--- config.mk ---
export PLATFORM = sky130hd
export DESIGN_NAME = if_id_queue_flat
export DESIGN_NICKNAME = d
export VERILOG_FILES = /design/src/rtl/if_id_queue_if.sv /design/src/rtl/if_id_queue.sv /design/src/flat_wrapper.sv
export SDC_FILE = /design/constraint.sdc
export NUM_CORES = 1
export LEC_CHECK = 0
export ABC_AREA = 1
export BUFFER_PORTS_ARGS = -buffer_cell sky130_fd_sc_hd__buf_2
export CORE_MARGIN = 3
export CORE_UTILIZATION = 45
export CTS_CLUSTER_DIAMETER = 120
export DETAILED_ROUTE_END_ITERATION = 7
export GPL_TIMING_DRIVEN = 1
export HOLD_SLACK_MARGIN = 0.1
export PLACE_DENSITY = 0.76
export RECOVER_POWER = 50
export SETUP_SLACK_MARGIN = 0.2
export SYNTH_ARGS = -nofsm -noshare
export SYNTH_HDL_FRONTEND = slang
export SYNTH_SLANG_ARGS = --single-unit
--- constraint.sdc ---
create_clock -name clk_i -period 4.2 [get_ports clk_i]
set_input_delay 0 -clock clk_i [delete_from_list [all_inputs] [get_ports clk_i]]
set_output_delay 0 -clock clk_i [all_outputs]
set_load 0.005 [all_outputs]
--- src/rtl/if_id_queue_if.sv ---
// Handshake bundle between fetch, the instruction queue and decode.
// The slave modport is the queue's view; master is the surrounding pipeline's view.
interface if_id_queue_if #(
  parameter int ADDR_LEN = 32,
  parameter int INST_LEN = 32,
  parameter int DEPTH    = 4
);
  localparam int CNT_W = $clog2(DEPTH + 1);

  logic                if_valid;
  logic [ADDR_LEN-1:0] if_pc;
  logic [INST_LEN-1:0] if_inst;
  logic                if_ready;
  logic                id_valid;
  logic [ADDR_LEN-1:0] id_pc;
  logic [INST_LEN-1:0] id_inst;
  logic                id_ready;
  logic [CNT_W-1:0]    count;

  modport slave (
    input  if_valid, if_pc, if_inst, id_ready,
    output if_ready, id_valid, id_pc, id_inst, count
  );

  modport master (
    output if_valid, if_pc, if_inst, id_ready,
    input  if_ready, id_valid, id_pc, id_inst, count
  );
endinterface

--- src/rtl/if_id_queue.sv ---
// Fetch-to-decode instruction queue: DEPTH-entry circular buffer with first-word
// fall-through, one-cycle flush and a global rdy freeze.
module if_id_queue #(
  parameter int ADDR_LEN = 32,
  parameter int INST_LEN = 32,
  parameter int DEPTH    = 4
) (
  input  logic           clk_i,
  input  logic           rst_i,
  input  logic           rdy_i,
  input  logic           flush_i,
  if_id_queue_if.slave   q_if
);
  localparam int PTR_W = $clog2(DEPTH);
  localparam int CNT_W = $clog2(DEPTH + 1);
  localparam int ENT_W = ADDR_LEN + INST_LEN;

  logic [ENT_W-1:0] mem_q [DEPTH];
  logic [PTR_W-1:0] wp_q, wp_d;
  logic [PTR_W-1:0] rp_q, rp_d;
  logic [CNT_W-1:0] count_q, count_d;
  logic             full, empty, enq, deq;
  logic [ENT_W-1:0] head;

  assign full  = (count_q == CNT_W'(DEPTH));
  assign empty = (count_q == '0);

  // Handshakes only qualify on registered occupancy, so no input reaches an output.
  assign enq = rdy_i && q_if.if_valid && !full  && !flush_i;
  assign deq = rdy_i && q_if.id_ready && !empty && !flush_i;

  always_comb begin
    wp_d    = wp_q;
    rp_d    = rp_q;
    count_d = count_q;
    if (rdy_i) begin
      if (flush_i) begin
        wp_d    = '0;
        rp_d    = '0;
        count_d = '0;
      end else begin
        if (enq) wp_d = wp_q + 1'b1;
        if (deq) rp_d = rp_q + 1'b1;
        if (enq && !deq)      count_d = count_q + 1'b1;
        else if (deq && !enq) count_d = count_q - 1'b1;
      end
    end
  end

  always_ff @(posedge clk_i) begin
    if (rst_i) begin
      wp_q    <= '0;
      rp_q    <= '0;
      count_q <= '0;
    end else begin
      wp_q    <= wp_d;
      rp_q    <= rp_d;
      count_q <= count_d;
    end
  end

  // Storage is never reset; the empty-case output mux hides stale contents.
  always_ff @(posedge clk_i) begin
    if (enq) mem_q[wp_q] <= {q_if.if_pc, q_if.if_inst};
  end

  assign head = empty ? '0 : mem_q[rp_q];

  assign q_if.if_ready = !full;
  assign q_if.id_valid = !empty;
  assign q_if.id_pc    = head[ENT_W-1:INST_LEN];
  assign q_if.id_inst  = head[INST_LEN-1:0];
  assign q_if.count    = count_q;
endmodule

--- src/flat_wrapper.sv ---
// flat-port wrapper written by rule: the top's interface ports become plain ports
module if_id_queue_flat 
#(
  parameter int ADDR_LEN = 32,
  parameter int INST_LEN = 32,
  parameter int DEPTH    = 4
)
  (clk_i, rst_i, rdy_i, flush_i, q_if_if_valid, q_if_if_pc, q_if_if_inst, q_if_id_ready, q_if_if_ready, q_if_id_valid, q_if_id_pc, q_if_id_inst, q_if_count);
  if_id_queue_if #(.ADDR_LEN(ADDR_LEN), .INST_LEN(INST_LEN), .DEPTH(DEPTH)) q_if_i ();
  input  logic clk_i;
  input  logic rst_i;
  input  logic rdy_i;
  input  logic flush_i;
  input wire logic [$bits(q_if_i.if_valid)-1:0] q_if_if_valid;
  input wire logic [$bits(q_if_i.if_pc)-1:0] q_if_if_pc;
  input wire logic [$bits(q_if_i.if_inst)-1:0] q_if_if_inst;
  input wire logic [$bits(q_if_i.id_ready)-1:0] q_if_id_ready;
  output wire logic [$bits(q_if_i.if_ready)-1:0] q_if_if_ready;
  output wire logic [$bits(q_if_i.id_valid)-1:0] q_if_id_valid;
  output wire logic [$bits(q_if_i.id_pc)-1:0] q_if_id_pc;
  output wire logic [$bits(q_if_i.id_inst)-1:0] q_if_id_inst;
  output wire logic [$bits(q_if_i.count)-1:0] q_if_count;
  assign q_if_i.if_valid = q_if_if_valid;
  assign q_if_i.if_pc = q_if_if_pc;
  assign q_if_i.if_inst = q_if_if_inst;
  assign q_if_i.id_ready = q_if_id_ready;
  assign q_if_if_ready = q_if_i.if_ready;
  assign q_if_id_valid = q_if_i.id_valid;
  assign q_if_id_pc = q_if_i.id_pc;
  assign q_if_id_inst = q_if_i.id_inst;
  assign q_if_count = q_if_i.count;
  if_id_queue #(.ADDR_LEN(ADDR_LEN), .INST_LEN(INST_LEN), .DEPTH(DEPTH)) u_core (.clk_i(clk_i), .rst_i(rst_i), .rdy_i(rdy_i), .flush_i(flush_i), .q_if(q_if_i));
endmodule
==> results of run 1 <==
per-layer routing:
metal,GRT usage [%],vias up,part of all wire (%)
met4,3.40,0,1.4
li1,-,3346,-
met5,0,-,0
met1,23.0,3358,42
met3,3.06,25,5.5
met2,32.4,196,51
path summary, 6_finish.rpt:
path,from,to,depth (start not counted)
worst max-delay path,u_core.q_if.count[1],u_core.mem_q[0][26],5
worst min-delay path,rst_i,u_core.q_if.count[2],3
worst max register to register,u_core.q_if.count[1],u_core.mem_q[0][26],5
worst min register to register,u_core.rp_q[1],flop,2
through the flow:
stage | util, % | total power [uW]
2_1_floorplan | - | 3230
3_3_place_gp | 50.1 | 3410
3_5_place_dp | 50.1 | 3430
4_1_cts | 57.8 | 6060
5_1_grt | 57.2 | 6230
6_report | 57.2 | 6000
flip-flops by register name, summed over array words and instances, names as in the netlist, named ones only:
signal,cells
u_core.mem_q,256
u_core.rp_q,2
u_core.q_if.count,3
u_core.wp_q,2
cells in the final DEF (no fill, tap or decap):
cell type,n
a21oi_1,73
buf_12,1
buf_2,73
buf_4,7
bufinv_16,5
bufinv_8,1
clkbuf_1,72
clkbuf_16,29
clkbuf_8,3
clkinv_1,2
clkinv_2,7
clkinvlp_4,2
dfxtp_1,7
dfxtp_2,1
dfxtp_4,1
dlygate4sd3_1,74
edfxtp_1,256
fa_1,1
ha_1,4
inv_1,12
inv_2,3
inv_6,2
nand2_1,10
nand2_2,3
nand2_4,1
nand3_1,4
nand3_2,1
nand4_1,1
nor2_1,265
nor2_4,4
o211a_1,1
o21ai_0,127
o21ai_1,4
xnor2_1,1
critical path, stage by stage (launching register included):
cell and delay [ns]:
dfxtp_1 0.37, nor2_1 0.14, nand2_2 0.09, nand3_1 0.38, nor2_4 0.21, clkbuf_1 1.49
what timing repair did:
item                                   CTS  global route
setup buffers                            0             0
endpoints found under the hold margin  265             0
hold buffers                            74             0
cell families (layout without fill, tap and decap cells):
group	Yosys count	after routing
buf+inv	66	293
xor+xnor	1	1
simple gates	289	289
fa+ha+maj	5	5
flops	265	265
compound gates	205	205
cell type report:
type	instances	area [um^2]	share of cell area, %
clock buffer	36	782	6.02
clock inverter	16	216	1.67
inverter	18	82.6	0.635
multi-input combinational	500	2250	17.3
sequential	265	7870	60.6
tap	285	357	2.74
timing repair buffer	223	1430	11.0
power by group through the flow:
stage | combinational [uW] | clock, uW | sequential [uW]
after global placement | 406 | 0 | 3010
after global routing | 513 | 2760 | 2960
after CTS | 474 | 2640 | 2950
after floorplan | 233 | 0 | 3000
final | 459 | 2580 | 2950
after detailed placement | 416 | 0 | 3010
==> results_dict.tcl, run 1 <==
set metrics [dict create \
    hold_viol_final 0 \
    power_leakage_uw 0.00461 \
    finalClockSkew_ns 0.00573 \
    dp_hpwl_um 12100 \
    cts_root_buf "clkbuf_16" \
    overflow 0 \
    synth_common_cells "268 x nor2_1, 256 x edfxtp_1, 127 x o21ai_0, 72 x a21oi_1, 21 x clkbuf_1" \
    slew_headroom_pct -37.8 \
    power.density_mw_per_mm2 461 \
    fin_cells 1343 \
    clk_pin_slew_ns 0.06 \
    synthXorXnorAreaFrac_pct 0.0842 \
    crit_required_ns 4.30 \
    grt_max_degree 81 \
    irDropWorstVdd_mv 0.324 \
    fin_nets 1111 \
    grt_pass1_wl_um 35400 \
    period_minus_slack_ns 3.14 \
    routedWlPerCell_um 17.1 \
    synth_fa_ha_area_share_pct 0.673 \
    ioPinCount 139 \
    start_util_pct 45.8 \
    yosysMostFrequentCell "nor2_1" \
    post-route-period-util_pct 74.7 \
    startpoint_type "flop" \
    fp.dieW_um 158 \
    drv_cap 3 \
    rsz0062_at_grt "false" \
    clkPwrFrac_pct 43.1 \
    drive_gt1_share_pct 13.6 \
    core-area_mm2 0.0227 \
    combinationalPowerShare_pct 7.7 \
    rrSetupSlack_ns 1.06 \
    preCtsSetupSlack_ns 1.79 \
    yosysTopAreaCell "edfxtp_1" \
    io_buffers 138 \
    yosysUniqueCellTypes 27 \
    crit_fanout 33 \
    syn_to_final_growth_pct 24.9 \
    synth_edf_count 256 \
    num_rows 55 \
    drt_first_pass_iters 4 \
    syn_area_mm2 0.0104 \
    status "finished, violations left" \
    gp_congestion 0.787 \
    routed_wl_um 22900 \
    worstMarginPinSlew_ns 2.07 \
    setup-violations-final 0 \
    violations "max-capacitance violations, max-slew violations" \
    fillers 1849 \
    ys.flop_type "edfxtp_1" \
    muxShareOfSynthArea_pct 0 \
    final_antenna_net_count 0 \
    dp.cells 1217 \
    cts_made_buffers 28 \
    synth_top_area_share_pct 73.9 \
    synthArstFlopShare_pct 0 \
    synth_compound_area_share_pct 9.94 \
    track_usage_pct 17.9 \
    synth_nets 906 \
    diodes 0 \
    grt_pass1_vias 6949 \
    seq_power_share_pct 49.2 \
    drc 0 \
    synth_warnings 0 \
    timing.fmax_ghz 0.319 \
    crit_type "flop to flop" \
    p_int_uw 4730 \
    hold_ws_ns 0.267 \
    drtIter0Drc 426 \
    design_area_mm2 0.0130 \
    cts.path.max_buffers 3 \
    hold_path.class "input pin to flop" \
    cts_sinks 265 \
    yosys-top-cells-area "edfxtp_1 74%, nor2_1 9.7%, o21ai_0 6.1%" \
    antenna_found_initial 0 \
    p_switching_uw 1260 \
    finalSetupTns_ns 0 \
    worstPathArrival_ns 3.24 \
    end_kind "flop" \
    die_h_um 158 \
    vias 6925 \
    ys_ff_latch 265 \
    layout_setup_ws_ns 1.06 \
    syn_avg_cell_area_um2 12.5 \
    cts_resized 0 \
    clk_latency_ns 0.52 \
    synthSimpleGateAreaFrac_pct 10.9 \
    seq_area_frac_synth_pct 75.6 \
    via_per_inst 5.16 \
    synth_top_family_by_area "simple AND/OR/NAND/NOR gates" \
    ctsHtreeMaxLevel 1 \
    cts_tree "yes" \
    synth_cells 831 \
    die_area_mm2 0.0250 \
    final-max-slew-violation-count 98 \
    placed_area_mm2 0.0114 \
    switching_share_pct 21.1 \
]
(Power assumes the default switching activity.)
==> run 2: changes to the inputs <==
clock period = 3.05 ns   (was 4.2 ns; I/O delays follow)
==> results_dict.tcl, run 2 (synthesis gave the netlist of run 1 again) <==
set metrics [dict create \
    status "completed" \
    fillers 1799 \
    rrSetupSlack_ns 0.53 \
    clk_latency_ns 0.52 \
    worstPathArrival_ns 2.63 \
    drt_first_pass_iters 5 \
    vias 6957 \
    hold_path_end "u_core.q_if.count[2]" \
    io_buffers 138 \
    grt_pass1_wl_um 36100 \
    gp_congestion 0.772 \
    power.density_mw_per_mm2 632 \
    end_kind "flop" \
    crit_fanout 21 \
    worstMarginPinSlew_ns 1.42 \
    antenna_found_initial 0 \
    diodes 0 \
    clk_pin_slew_ns 0.06 \
    hold_start "rst_i" \
    cts_tree "yes" \
    preCtsSetupSlack_ns 0.962 \
    syn_to_final_growth_pct 24.8 \
    routed_wl_um 22900 \
    num_rows 55 \
    layout_common_cells "267 x nor2_1, 256 x edfxtp_1, 127 x o21ai_0" \
    cts_made_buffers 26 \
    grt_max_degree 61 \
    drt-met1-wl_um 9760 \
    startpoint_type "flop" \
    crit_top_cell "nor2_1" \
    ctsHtreeMaxLevel 1 \
    start_util_pct 45.8 \
    finalClockSkew_ns 0.0152 \
    max_flop_register "u_core.mem_q" \
    rsz0062_at_grt "false" \
    die_area_mm2 0.0250 \
    timing.fmax_ghz 0.398 \
    r2r_start "u_core.q_if.count[1]" \
    hold_ws_ns 0.266 \
    cts_resized 0 \
    power_leakage_uw 0.00461 \
    cts_sinks 265 \
    drive_gt1_share_pct 13.2 \
    crit_type "flop to flop" \
    ioPinCount 139 \
    max_stage_delay_ns 1.08 \
    final_antenna_net_count 0 \
    largest_reg_flops 256 \
    cts_root_buf "clkbuf_16" \
    rr_worst_depth 5 \
    seqCellArea_mm2 0.00787 \
    drtIter0Drc 492 \
    overflow 0 \
    post-route-period-util_pct 82.5 \
    layout_setup_ws_ns 0.535 \
    multi_input_area_mm2 0.00224 \
    cts_setup_buffers 0 \
    slowest_stage "clkbuf_1" \
    routedWlPerCell_um 17.0 \
    core-area_mm2 0.0227 \
    final-max-slew-violation-count 0 \
    dr_wl_met2_um 11200 \
    drv_cap 0 \
    die_h_um 158 \
    timing.rr.end "u_core.mem_q[1][15]" \
    dp_hpwl_um 13000 \
    irDropWorstVdd_mv 0.653 \
    period_minus_slack_ns 2.52 \
    total_power_uw 8210 \
    maxUsedRoutingLayer "met4" \
    hold_path.class "input pin to flop" \
    drc 0 \
    hold_depth 3 \
    track_usage_pct 18.1 \
    crit_chain "nor2_1 > nand2_2 > nand3_4 > nor2_1 > clkbuf_1" \
    setup-violations-final 0 \
    crit_required_ns 3.16 \
    hold_viol_final 0 \
    fp.dieW_um 158 \
    cts.path.max_buffers 3 \
    fin_nets 1112 \
    via_per_inst 5.18 \
    final_common_cell "nor2_1" \
    met3WireLength_um 1490 \
    slew_headroom_pct 5.12 \
    grt_pass1_vias 6965 \
]
-- run 2: cell types whose count changed in the layout (fill, tap and decap cells not counted), moves of 2 or more --
cell           delta
nor2_4            -2
bufinv_16         +2
nand2_1           +2
dlygate4sd3_1     -2
clkinv_1          +3
clkinv_2          -2
buf_4             +4
clkbuf_16         -2
nor2_1            +2
buf_12            +2
clkbuf_8          -3
-- run 2: how the worst max path moves through the flow --
stage / start / to / slack [ns] / cells past startpoint
final: u_core.q_if.count[1] / u_core.mem_q[1][15] / 0.53 / 5
after global routing: flop / q_if_id_pc[19] / 0.29 / 5
after CTS: flop / q_if_id_pc[19] / 0.51 / 5
after detailed placement: u_core.q_if.count[1] / u_core.mem_q[0][34] / 0.96 / 5
after global placement: u_core.q_if.count[1] / u_core.mem_q[0][27] / 1.04 / 5
after floorplan: u_core.q_if.count[1] / u_core.mem_q[0][0] / -0.79 / 4
-- run 2: per-layer routing --
layer  vias to the layer above  global-route usage [%]
met5                         -                       0
met1                      3337                    24.0
met4                         0                    5.00
met2                       237                    30.9
met3                        37                    3.47
li1                       3346                       -
-- run 2: through the flow --
| step | utilization, % | TNS [ns] | area, um^2 | instances |
|---|---|---|---|---|
| detailed placement | 50.4 | 0 | 11500 | 1222 |
| global placement | 50.4 | 0 | 11500 | 1222 |
| global route | 57.2 | 0 | 13000 | 1342 |
| CTS | 57.8 | 0 | 13100 | 1342 |
| finish | 57.2 | 0 | 13000 | 1342 |
| floorplan | - | -203.45 | 10400 | 831 |
-- run 2: critical path, delay by kind of cell (launching register included) --
kind / cells / cell delay [ns]
buf+inv: 1 / 1.08
flops: 1 / 0.37
simple gates: 4 / 0.66
-- run 2: area by class of cell --
class	count	area share [%]
well taps	285	2.74
clock buffers	30	5.29
flip-flops and latches	265	60.6
multi-input cells	500	17.3
repair buffers	226	11.4
inverters	18	0.636
clock inverters	18	2.08
-- run 2: power breakdown --
group          switching, uW  leakage (uW)  internal [uW]  total [uW]
clock                   1300      0.000466           2210        3510
combinational            390       0.00176            253         643
sequential              26.0       0.00239           4030        4060
-- run 2: repair_timing --
item	4_1_cts	5_1_grt
hold buffers	72	0
endpoints found under the hold margin	265	0
endpoints found under the setup margin	0	0
==> run 3: changes to the inputs <==
PLACE_DENSITY = 0.78   (was 0.76)
clock period = 2.18 ns   (was 3.05 ns; I/O delays follow)
==> results_dict.tcl, run 3 (synthesis gave the netlist of run 1 again) <==
set metrics [dict create \
    drt_first_pass_iters 5 \
    max_flop_register "u_core.mem_q" \
    core-area_mm2 0.0227 \
    irDropWorstVdd_mv 0.712 \
    switching_share_pct 21.1 \
    slew_headroom_pct 57.6 \
    drtIter0Drc 491 \
    cts_root_buf "clkbuf_16" \
    via_per_inst 5.20 \
    largest_reg_flops 256 \
    cts_sinks 265 \
    period_minus_slack_ns 1.97 \
    die_h_um 158 \
    startpoint_type "flop" \
    gp_congestion 0.779 \
    antenna_found_initial 0 \
    met3WireLength_um 1390 \
    end_kind "output pin" \
    timing.fmax_ghz 0.509 \
    preCtsSetupSlack_ns 0.308 \
    num_rows 55 \
    seq_power_share_pct 49.4 \
    drv_cap 0 \
    status "completed" \
    clk_pin_slew_ns 0.06 \
    crit_fanout 70 \
    layout_common_cells "264 x nor2_1, 256 x edfxtp_1, 127 x o21ai_0" \
    p_int_uw 9050 \
    post-route-period-util_pct 90.1 \
    setup-violations-final 0 \
    grt_pass1_wl_um 35700 \
    crit_type "flop to output pin" \
    drt-met1-wl_um 9440 \
    power_leakage_uw 0.00467 \
    grt_max_degree 73 \
    layout_setup_ws_ns 0.215 \
    rsz0062_at_grt "true" \
    worstPathArrival_ns 1.97 \
    hold_path.class "input pin to flop" \
    power.density_mw_per_mm2 873 \
    final_antenna_net_count 0 \
    drive_gt1_share_pct 14.6 \
    dr_wl_met2_um 11500 \
    diodes 0 \
    cts.path.max_buffers 3 \
    ioPinCount 139 \
    cts_made_buffers 28 \
    track_usage_pct 18.1 \
    fin_nets 1115 \
    clk_latency_ns 0.52 \
    p_switching_uw 2420 \
    final_common_cell "nor2_1" \
    finalClockSkew_ns 0.0129 \
    io_buffers 138 \
    worstMarginPinSlew_ns 0.637 \
    routed_wl_um 22900 \
    die_area_mm2 0.0250 \
    dp_hpwl_um 12700 \
    finalSetupTns_ns 0 \
    start_util_pct 45.8 \
    final_util_pct 57.8 \
    hold_viol_final 0 \
    rrSetupSlack_ns 0.25 \
    clkPwrFrac_pct 42.3 \
    final-max-slew-violation-count 0 \
    crit_required_ns 2.18 \
    syn_to_final_growth_pct 26.2 \
    grt_pass1_vias 6992 \
    ctsHtreeMaxLevel 1 \
    drc 0 \
    overflow 0 \
    maxUsedRoutingLayer "met4" \
    cts_tree "yes" \
    fp.dieW_um 158 \
    vias 7010 \
    combinationalPowerShare_pct 8.2 \
    routedWlPerCell_um 17.0 \
]
==> run 3: cell count changes in the layout (fill, tap and decap cells not counted), moves of 2 or more <==
| cell | previous run | this run |
|---|---|---|
| bufinv_16 | 7 | 4 |
| buf_16 | 0 | 2 |
| buf_4 | 11 | 8 |
| buf_12 | 3 | 5 |
| nor2_4 | 2 | 5 |
| clkbuf_16 | 27 | 29 |
| nor2_1 | 267 | 264 |
| dlygate4sd3_1 | 72 | 70 |
| buf_2 | 72 | 74 |
| clkbuf_8 | 0 | 5 |
| clkbuf_1 | 71 | 69 |
| buf_6 | 0 | 2 |
==> run 3: worst max-delay path: stages, from the launching register on <==
cell,delay [ns]
dfxtp_4,0.40
buf_16,0.27
nor2_1,0.08
nor2_1,0.09
o21ai_0,0.10
a21oi_1,0.28
buf_2,0.17
==> run 3: what timing repair did <==
| item | 4_1_cts | 5_1_grt |
|---|---|---|
| endpoints found under the hold margin | 265 | 0 |
| cloned | 0 | 0 |
| buffers inserted | 0 | 2 |
| gates resized for setup | 4 | 6 |
| endpoints found under the setup margin | 23 | 35 |
| hold buffers | 70 | 0 |
| pin swaps | 1 | 2 |
==> run 3: power by group through the flow <==
stage                     Clock [uW]  Combinational, uW  Sequential (uW)
after CTS                       4950                957             5670
after floorplan                    0                453             5770
final                           4860                944             5670
after global routing            5180               1050             5670
after global placement             0                831             5770
after detailed placement           0                848             5780
==> run 3: through the flow <==
stage | std cells | area, um^2 | hold WS (ns) | total power [uW]
6_report | 1347 | 13100 | 0.243 | 11500
5_1_grt | 1347 | 13100 | 0.257 | 11900
4_1_cts | 1345 | 13200 | 0.194 | 11600
3_5_place_dp | 1223 | 11500 | 0.217 | 6620
3_3_place_gp | 1223 | 11500 | 0.212 | 6610
2_1_floorplan | 831 | 10400 | 0.0594 | 6230
==> run 3: path summary, 6_finish.rpt <==
check	to	depth (start not counted)	start
min reg2reg	flop	2	u_core.rp_q[1]
min	u_core.q_if.count[2]	3	rst_i
max	q_if_id_pc[7]	6	flop
max reg2reg	u_core.mem_q[1][34]	6	u_core.q_if.count[1]
==> run 3: layer usage <==
layer,track usage [%],vias up
met5,0,-
met4,5.98,0
met3,2.98,52
met2,31.1,255
met1,23.5,3346
li1,-,3357
==> run 3: cell type report <==
class / count / area, um^2
Clock inverter: 14 / 171
Fill cell: 1831 / 9580
Clock buffer: 38 / 800
Tap cell: 285 / 357
Sequential cell: 265 / 7880
Multi-Input combinational cell: 500 / 2280
Timing Repair Buffer: 227 / 1570
Inverter: 18 / 82.6
